### src/rtl/mips_fetch_unit.sv
// Instruction fetch stage: word-addressed PC, IF/ID pipeline register and a
// BOOT/RUN/HALT control FSM with branch/jump redirect, stall, flush and halt.
module mips_fetch_unit #(
  parameter logic [31:0] RESET_PC  = 32'd0,
  parameter int unsigned MEM_DEPTH = 256
) (
  input  logic        clk,
  input  logic        reset,
  input  logic        stall,
  input  logic        flush,
  input  logic        branch_taken,
  input  logic [31:0] branch_target,
  input  logic        jump,
  input  logic [31:0] jump_target,
  input  logic        halt,
  input  logic [15:0] instruction,
  output logic [31:0] read_address,
  output logic [15:0] if_id_instruction,
  output logic [31:0] if_id_pc_plus1,
  output logic        if_id_valid,
  output logic [31:0] fetch_count,
  output logic        halted
);

  // MEM_DEPTH is a power of two, so modulo reduces to a mask.
  localparam logic [31:0] AddrMask = 32'(MEM_DEPTH - 1);

  typedef enum logic [1:0] {StBoot, StRun, StHalt} state_e;

  state_e      state_q;
  logic [31:0] pc_q;
  logic [31:0] pc_inc;

  assign pc_inc       = pc_q + 32'd1;
  assign read_address = pc_q;

  always_ff @(posedge clk or posedge reset) begin
    if (reset) begin
      state_q           <= StBoot;
      pc_q              <= RESET_PC & AddrMask;
      if_id_instruction <= 16'h0000;
      if_id_pc_plus1    <= 32'd0;
      if_id_valid       <= 1'b0;
      fetch_count       <= 32'd0;
      halted            <= 1'b0;
    end else begin
      unique case (state_q)
        StBoot: state_q <= StRun;
        StRun: begin
          if (halt) begin
            state_q     <= StHalt;
            halted      <= 1'b1;
            if_id_valid <= 1'b0;
          end else if (branch_taken) begin
            pc_q        <= branch_target & AddrMask;
            if_id_valid <= 1'b0;
          end else if (jump) begin
            pc_q        <= jump_target & AddrMask;
            if_id_valid <= 1'b0;
          end else if (stall) begin
            // A held valid is not a new delivery, so fetch_count is untouched.
            if (flush) if_id_valid <= 1'b0;
          end else begin
            pc_q              <= pc_inc & AddrMask;
            if_id_instruction <= instruction;
            if_id_pc_plus1    <= pc_inc;
            if_id_valid       <= ~flush;
            if (!flush) fetch_count <= fetch_count + 32'd1;
          end
        end
        StHalt: state_q <= StHalt;
        default: state_q <= StBoot;
      endcase
    end
  end

endmodule

### config.mk
export PLATFORM = sky130hd
export DESIGN_NAME = mips_fetch_unit
export DESIGN_NICKNAME = d
export VERILOG_FILES = /design/src/rtl/mips_fetch_unit.sv
export SDC_FILE = /design/constraint.sdc
export NUM_CORES = 1
export LEC_CHECK = 0
export CAP_MARGIN = 10
export CORE_AREA = 3 3 84 86
export CTS_BUF_LIST = sky130_fd_sc_hd__clkbuf_4 sky130_fd_sc_hd__clkbuf_8 sky130_fd_sc_hd__clkbuf_16
export DETAILED_ROUTE_END_ITERATION = 16
export DIE_AREA = 0 0 87 89
export DONT_BUFFER_PORTS = 1
export PLACE_DENSITY = 0.74
export SKIP_CTS_REPAIR_TIMING = 1
export SYNTH_ARGS = -nofsm -noshare
export SYNTH_HDL_FRONTEND = slang
export SYNTH_SLANG_ARGS = --single-unit
export TNS_END_PERCENT = 5
### constraint.sdc
create_clock -name clk -period 2.3 [get_ports clk]
set_input_delay 0.69 -clock clk [delete_from_list [all_inputs] [get_ports clk]]
set_output_delay 0.69 -clock clk [all_outputs]
set_load 0.02 [all_outputs]
==> reports/qor.yml, run 1 <==
clocking:
  cts_tree: "built"
  clock_latency_ns: 0.34
  clkTransAtPathRegs_ns: 0.07
  htree_levels: 3
  ctsLongestPathBuffers: 2
  cts_root_buf: "clkbuf_8"
  cts_buffers: 9
  cts.sinks: 69
setup_path:
  critPathBufInv: 1
  cp_top_family: "simple AND/OR/NAND/NOR gates"
  setup.worst_path.end_class: "flip-flop"
  cp-start-kind: "flip-flop"
  worstPathCellList: "inv_1 -> ha_1 -> nor3b_2 -> nand4_1 -> nor4_1 -> xor2_1"
  crit_type: "reg -> reg"
  cp_slowest_cell: "dfrtp_1"
  slowest_delay_ns: 0.37
  worstPathRequired_ns: 2.56
  cp.arrival_ns: 2.23
  cp_max_fo: 7
routing:
  drt_pass1_iterations: 4
  avgViaCountPerCell: 5.42
  ant_nets: 0
  via_count: 2374
  routed_wl_mm: 7.44
  drc_errors: 0
  drtIter0Drc: 111
  avgRoutedWirePerCell_um: 17.0
yosys:
  synth_edf_count: 0
  ys_types: 45
  yosysWarnings: 0
  synth_top_flop_cell: "dfrtp_1"
  ys_ff_latch: 69
  syn_area_um2: 3620
  netlist_instances: 346
  yosysSeqAreaShare_pct: 47.7
  async_reset_ff_share_pct: 100
  syn_avg_cell_area_um2: 10.5
timing:
  min_period_ns: 1.97
  setup_viol: 0
  grt_setup_unrepaired: "no"
  hold_viol: 0
  finalCritPeriodShare_pct: 85.7
  finClkSkew_ns: 0.0163
  drv_slew: 0
  setup_tns_ns: 0
  fmax_mhz: 508
die:
  start_util_pct: 57.0
  ios: 201
  die_area_um2: 7740
  core-area_um2: 6350
  dieHeight_um: 89
  die_w_um: 87
  rows: 29
grt:
  antenna_found_initial: 0
  grt_overflow: 0
  grt_pass1_wl_mm: 11.4
  grt_max_degree: 70
  grt_pass1_vias: 2246
  grt.total_usage_pct: 19.3
cells_and_area:
  area_growth_pct: 3.94
  diodes: 0
  n_fill_cell: 573
  final_nets: 448
  drive_gt1_share_pct: 14.4
place:
  gp_congestion: 0.706
  port_buffers: 0
  dp_hpwl_mm: 5.54
power:
  ir_worst_vdd_uv: 641
  p_total_mw: 3.64
  powerDensity_nw_per_um2: 967
  p_int_mw: 2.25
  p_switching_mw: 1.39
  p_seq_share_pct: 56.3
  pwr-share-clk_pct: 25.2
  combPwrFrac_pct: 18.5
  total_leakage_power_nw: 1.83
  swShare_pct: 38.2
hold_path:
  hold_path_class: "in -> async"
run_status:
  status: "finished clean"
run:
  drv_cap: 0
## layer usage
metal	track usage (%)	vias up	wire length (um)
met5	0	-	0
met2	29.7	104	3500
met4	8.07	0	116
li1	-	1128	-
met1	24.8	1133	3120
met3	7.00	9	702
## registers in the layout, indices dropped and copies added (netlist names)
register,flops
state_q,2
if_id_instruction,16
if_id_pc_plus1,9
read_address,8
if_id_valid,1
fetch_count,32
halted,1
## per-stage QoR
step | hold WS (ns) | instances | utilization (%) | setup slack, ns | instance area [um^2]
floorplan | 0.522 | 392 | - | 0.353 | 3800
global placement | 0.545 | 423 | 56.4 | 0.282 | 3580
detailed placement | 0.569 | 423 | 56.4 | 0.250 | 3580
CTS | 0.321 | 438 | 59.3 | 0.325 | 3760
global route | 0.323 | 438 | 59.3 | 0.128 | 3760
finish | 0.322 | 438 | 59.3 | 0.330 | 3760
## cells in the mapped netlist (all sizes together), types with 11 or more instances
cell type	count	area, um^2
a21oi	14	70.1
buf	53	395
dfrtp	69	1730
mux2	18	203
nand2	25	93.8
nand3	13	70.1
nand4	11	68.8
nor2	13	48.8
nor3	15	75.1
o21ai	13	65.1
xnor2	15	131
xor2	20	175
## logic make-up (layout without fill, tap and decap cells)
kind of cell	count (synthesis)	in the layout	share of synthesized area (%)
and+or+nand+nor	115	115	18.3
DFF	69	69	47.7
buffers and inverters	66	35	12.3
AOI/OAI and AO/OA	37	37	5.94
xor gates and xnor gates	35	35	8.46
muxes	19	19	5.87
adders and majority gates	4	4	1.38
other	1	47	0.104
## final cells by class
class | instances | area (um^2) | share of cell area, %
inverter | 9 | 37.5 | 0.997
multi-input combinational | 257 | 1620 | 43.1
clock inverter | 3 | 20.0 | 0.532
timing repair buffer | 11 | 95.1 | 2.53
tap | 77 | 96.3 | 2.56
sequential | 69 | 1730 | 45.9
clock buffer | 12 | 165 | 4.39
## power by group through the flow
stage | clock [mW] | sequential [mW] | combinational [mW]
6_report | 0.917 | 2.05 | 0.674
2_1_floorplan | 0 | 2.02 | 0.592
5_1_grt | 1.01 | 2.09 | 0.764
4_1_cts | 0.949 | 2.05 | 0.679
3_5_place_dp | 0 | 2.08 | 0.679
3_3_place_gp | 0 | 2.06 | 0.643
## worst paths after layout
path | start | to | slack (ns) | cells past startpoint
max | state_q[1] | fetch_count[27] | 0.33 | 6
min | reset | fetch_count[20] | 0.32 | 2
max reg2reg | state_q[1] | fetch_count[27] | 0.33 | 6
min reg2reg | state_q[1] | state_q[1] | 0.59 | 2
max in group asynchronous | reset | if_id_instruction[15] | 1.70 | 2
min in group clk | branch_taken | read_address[5] | 0.44 | 1
## cells in the final DEF (no fill, tap or decap), types with 2 or more instances in the layout
cell and count:
and3_1 8, nand4_1 11, nand4b_1 2, a211oi_1 2, clkbuf_8 12, a211o_1 2
nor2b_1 2, inv_1 8, nor3_1 15, xnor2_1 15, and4_1 4, o41ai_1 2
ha_1 4, o21ai_0 13, nand3b_1 2, dfrtp_1 69, nor2_1 13, nand3_1 12
buf_4 10, nand2_1 25, xor2_1 20, o21a_1 2, clkinvlp_4 3, mux2_2 18
nor4_1 7, a21oi_1 14, conb_1 47
No activity file was read; power rests on OpenSTA's default activity.
==> run 2: changes to the inputs <==
--- a/config.mk
+++ b/config.mk
@@ -7,7 +7,7 @@
 export LEC_CHECK = 0
 export CAP_MARGIN = 10
 export CORE_AREA = 3 3 84 86
-export CTS_BUF_LIST = sky130_fd_sc_hd__clkbuf_4 sky130_fd_sc_hd__clkbuf_8 sky130_fd_sc_hd__clkbuf_16
+export CTS_BUF_LIST = sky130_fd_sc_hd__clkbuf_16
 export DETAILED_ROUTE_END_ITERATION = 16
 export DIE_AREA = 0 0 87 89
 export DONT_BUFFER_PORTS = 1
==> run 2 against run 1 <==
Die area did not move. Combinational power barely moved. Sequential power barely moved. Clock power rose by 29%. Via count rose by 1.1%. Clock skew fell by 0.0066 ns. Design area rose by 1.9%. First-iteration DRC count fell by 14%. Routed wire length fell by 0.30%. Power rose by 7.3%.
==> reports/qor.yml, run 2 (synthesis results as in run 1) <==
grt:
  grt_pass1_wl_mm: 11.5  # +0.67%
  grt.total_usage_pct: 19.4  # +0.059 points
  grt_pass1_vias: 2289  # +1.9%
  antenna_found_initial: 0  # unchanged
  grt_overflow: 0  # unchanged
  grt_max_degree: 70  # unchanged
clocking:
  ctsLongestPathBuffers: 2  # unchanged
  cts_root_buf: "clkbuf_16"
  clkTransAtPathRegs_ns: 0.05  # -0.02 ns
  htree_levels: 3  # unchanged
  cts.sinks: 69  # unchanged
  cts_buffers: 9  # unchanged
  clock_latency_ns: 0.32  # -0.02 ns
  cts_tree: "built"
setup_path:
  cp-start-kind: "flip-flop"
  worst_r2r_path_depth: 6  # unchanged
  setup.worst_path.end_class: "flip-flop"
  r2r_setup_slack_ns: 0.34  # about the same
  cp.arrival_ns: 2.20  # -0.03 ns
  rr_endpoint: "fetch_count[27]"
  reg2reg_from: "state_q[1]"
  crit_type: "reg -> reg"
  worstPathRequired_ns: 2.54  # -0.02 ns
  cp_max_fo: 7  # unchanged
die:
  die_w_um: 87  # unchanged
  ios: 201  # unchanged
  dieHeight_um: 89  # unchanged
  rows: 29  # unchanged
  start_util_pct: 57.0  # unchanged
  die_area_um2: 7740  # unchanged
  core-area_um2: 6350  # unchanged
run_status:
  status: "finished clean"
power:
  powerDensity_nw_per_um2: 1020  # +5.3%
  total_leakage_power_nw: 1.86  # +1.6%
  ir_worst_vdd_uv: 658  # +2.6%
routing:
  drt_pass1_iterations: 5  # +1
  routed_wl_mm: 7.42  # -0.30%
  avgViaCountPerCell: 5.48  # +1.1%
  via_count: 2401  # +1.1%
  drtIter0Drc: 95  # -14%
  drc_errors: 0  # unchanged
  avgRoutedWirePerCell_um: 16.9  # -0.30%
  ant_nets: 0  # unchanged
place:
  port_buffers: 0  # unchanged
  dp_cells: 423  # unchanged
  dp_hpwl_mm: 5.54  # unchanged
  post_dp_cell_area_um2: 3580  # unchanged
  gp_congestion: 0.706  # unchanged
timing:
  hold_viol: 0  # unchanged
  setup_tns_ns: 0  # unchanged
  finalCritPeriodShare_pct: 85.3  # -0.32 points
  finClkSkew_ns: 0.00964  # -0.00665 ns
  fmax_mhz: 509  # +0.37%
  min_period_ns: 1.96  # -0.00725 ns
  grt_setup_unrepaired: "no"
  whs_ns: 0.340  # +0.0184 ns
  drv_slew: 0  # unchanged
  setup_viol: 0  # unchanged
hold_path:
  hold_path_class: "in -> async"
cells_and_area:
  top_regs: "fetch_count x32, if_id_instruction x16, if_id_pc_plus1 x9"
  final_cell_mix: "dfrtp_1 (69), conb_1 (47), nand2_1 (25)"
  largest_register_ffs: 32  # unchanged
  n_fill_cell: 562  # -1.9%
  drive_gt1_share_pct: 13.6  # -0.83 points
  stdcell_area_um2: 3840  # +1.9%
  regMostFlops: "fetch_count"
  final_common_cell: "dfrtp_1"
  diodes: 0  # unchanged
  stdcell_count: 438  # unchanged
  final_nets: 448  # unchanged
  area_growth_pct: 5.91
run:
  drv_cap: 0  # unchanged
==> run 2: changes by cell type in the layout (fill, tap and decap cells not counted), sizes merged <==
cell and delta:
clkbuf -3, clkinv +3
==> run 2: routing by layer <==
metal	wire length [um]	share of wire (%)	track usage [%]	up-vias
met2	3570	48	30.4	111
met4	102	1.4	8.92	0
met1	2990	40	24.4	1153
li1	-	-	-	1130
met5	0	0	0	-
met3	752	10	6.45	7
==> run 2: layout make-up <==
type / instances / area [um^2] / area share (%)
Sequential cell: 69 / 1730 / 45.0
Multi-Input combinational cell: 257 / 1620 / 42.3
Clock buffer: 9 / 225 / 5.87
Tap cell: 77 / 96.3 / 2.51
Timing Repair Buffer: 11 / 95.1 / 2.48
Inverter: 9 / 37.5 / 0.978
Clock inverter: 6 / 31.3 / 0.815
==> run 2: through the flow <==
stage          utilization [%]  setup slack (ns)  total power [mW]
2_1_floorplan                -             0.353              2.61
3_3_place_gp              56.4             0.282              2.70
3_5_place_dp              56.4             0.250              2.76
4_1_cts                   60.4             0.332              3.96
5_1_grt                   60.4             0.138              4.14
6_report                  60.4             0.337              3.90
==> run 2: worst max path at each step <==
| stage | startpoint | endpoint | slack, ns | cells after the start |
|---|---|---|---|---|
| after floorplan | jump | fetch_count[16] | 0.35 | 5 |
| after global placement | jump | fetch_count[28] | 0.28 | 5 |
| after detailed placement | jump | fetch_count[28] | 0.25 | 5 |
| after CTS | state_q[1] | fetch_count[27] | 0.33 | 6 |
| after global routing | state_q[1] | fetch_count[29] | 0.14 | 6 |
| final | state_q[1] | fetch_count[27] | 0.34 | 6 |
==> run 2: report_power, final <==
group	leakage [nW]	internal (mW)	switching, mW
clock network	0.120	0.708	0.472
logic	0.829	0.291	0.381
registers	0.907	1.49	0.562
==> run 2: critical path, cell delays in order (launching register included) <==
cell and delay [ns]:
dfrtp_1 0.36, inv_1 0.08, ha_1 0.28, nor3b_2 0.31
nand4_1 0.29, nor4_1 0.37, xor2_1 0.18
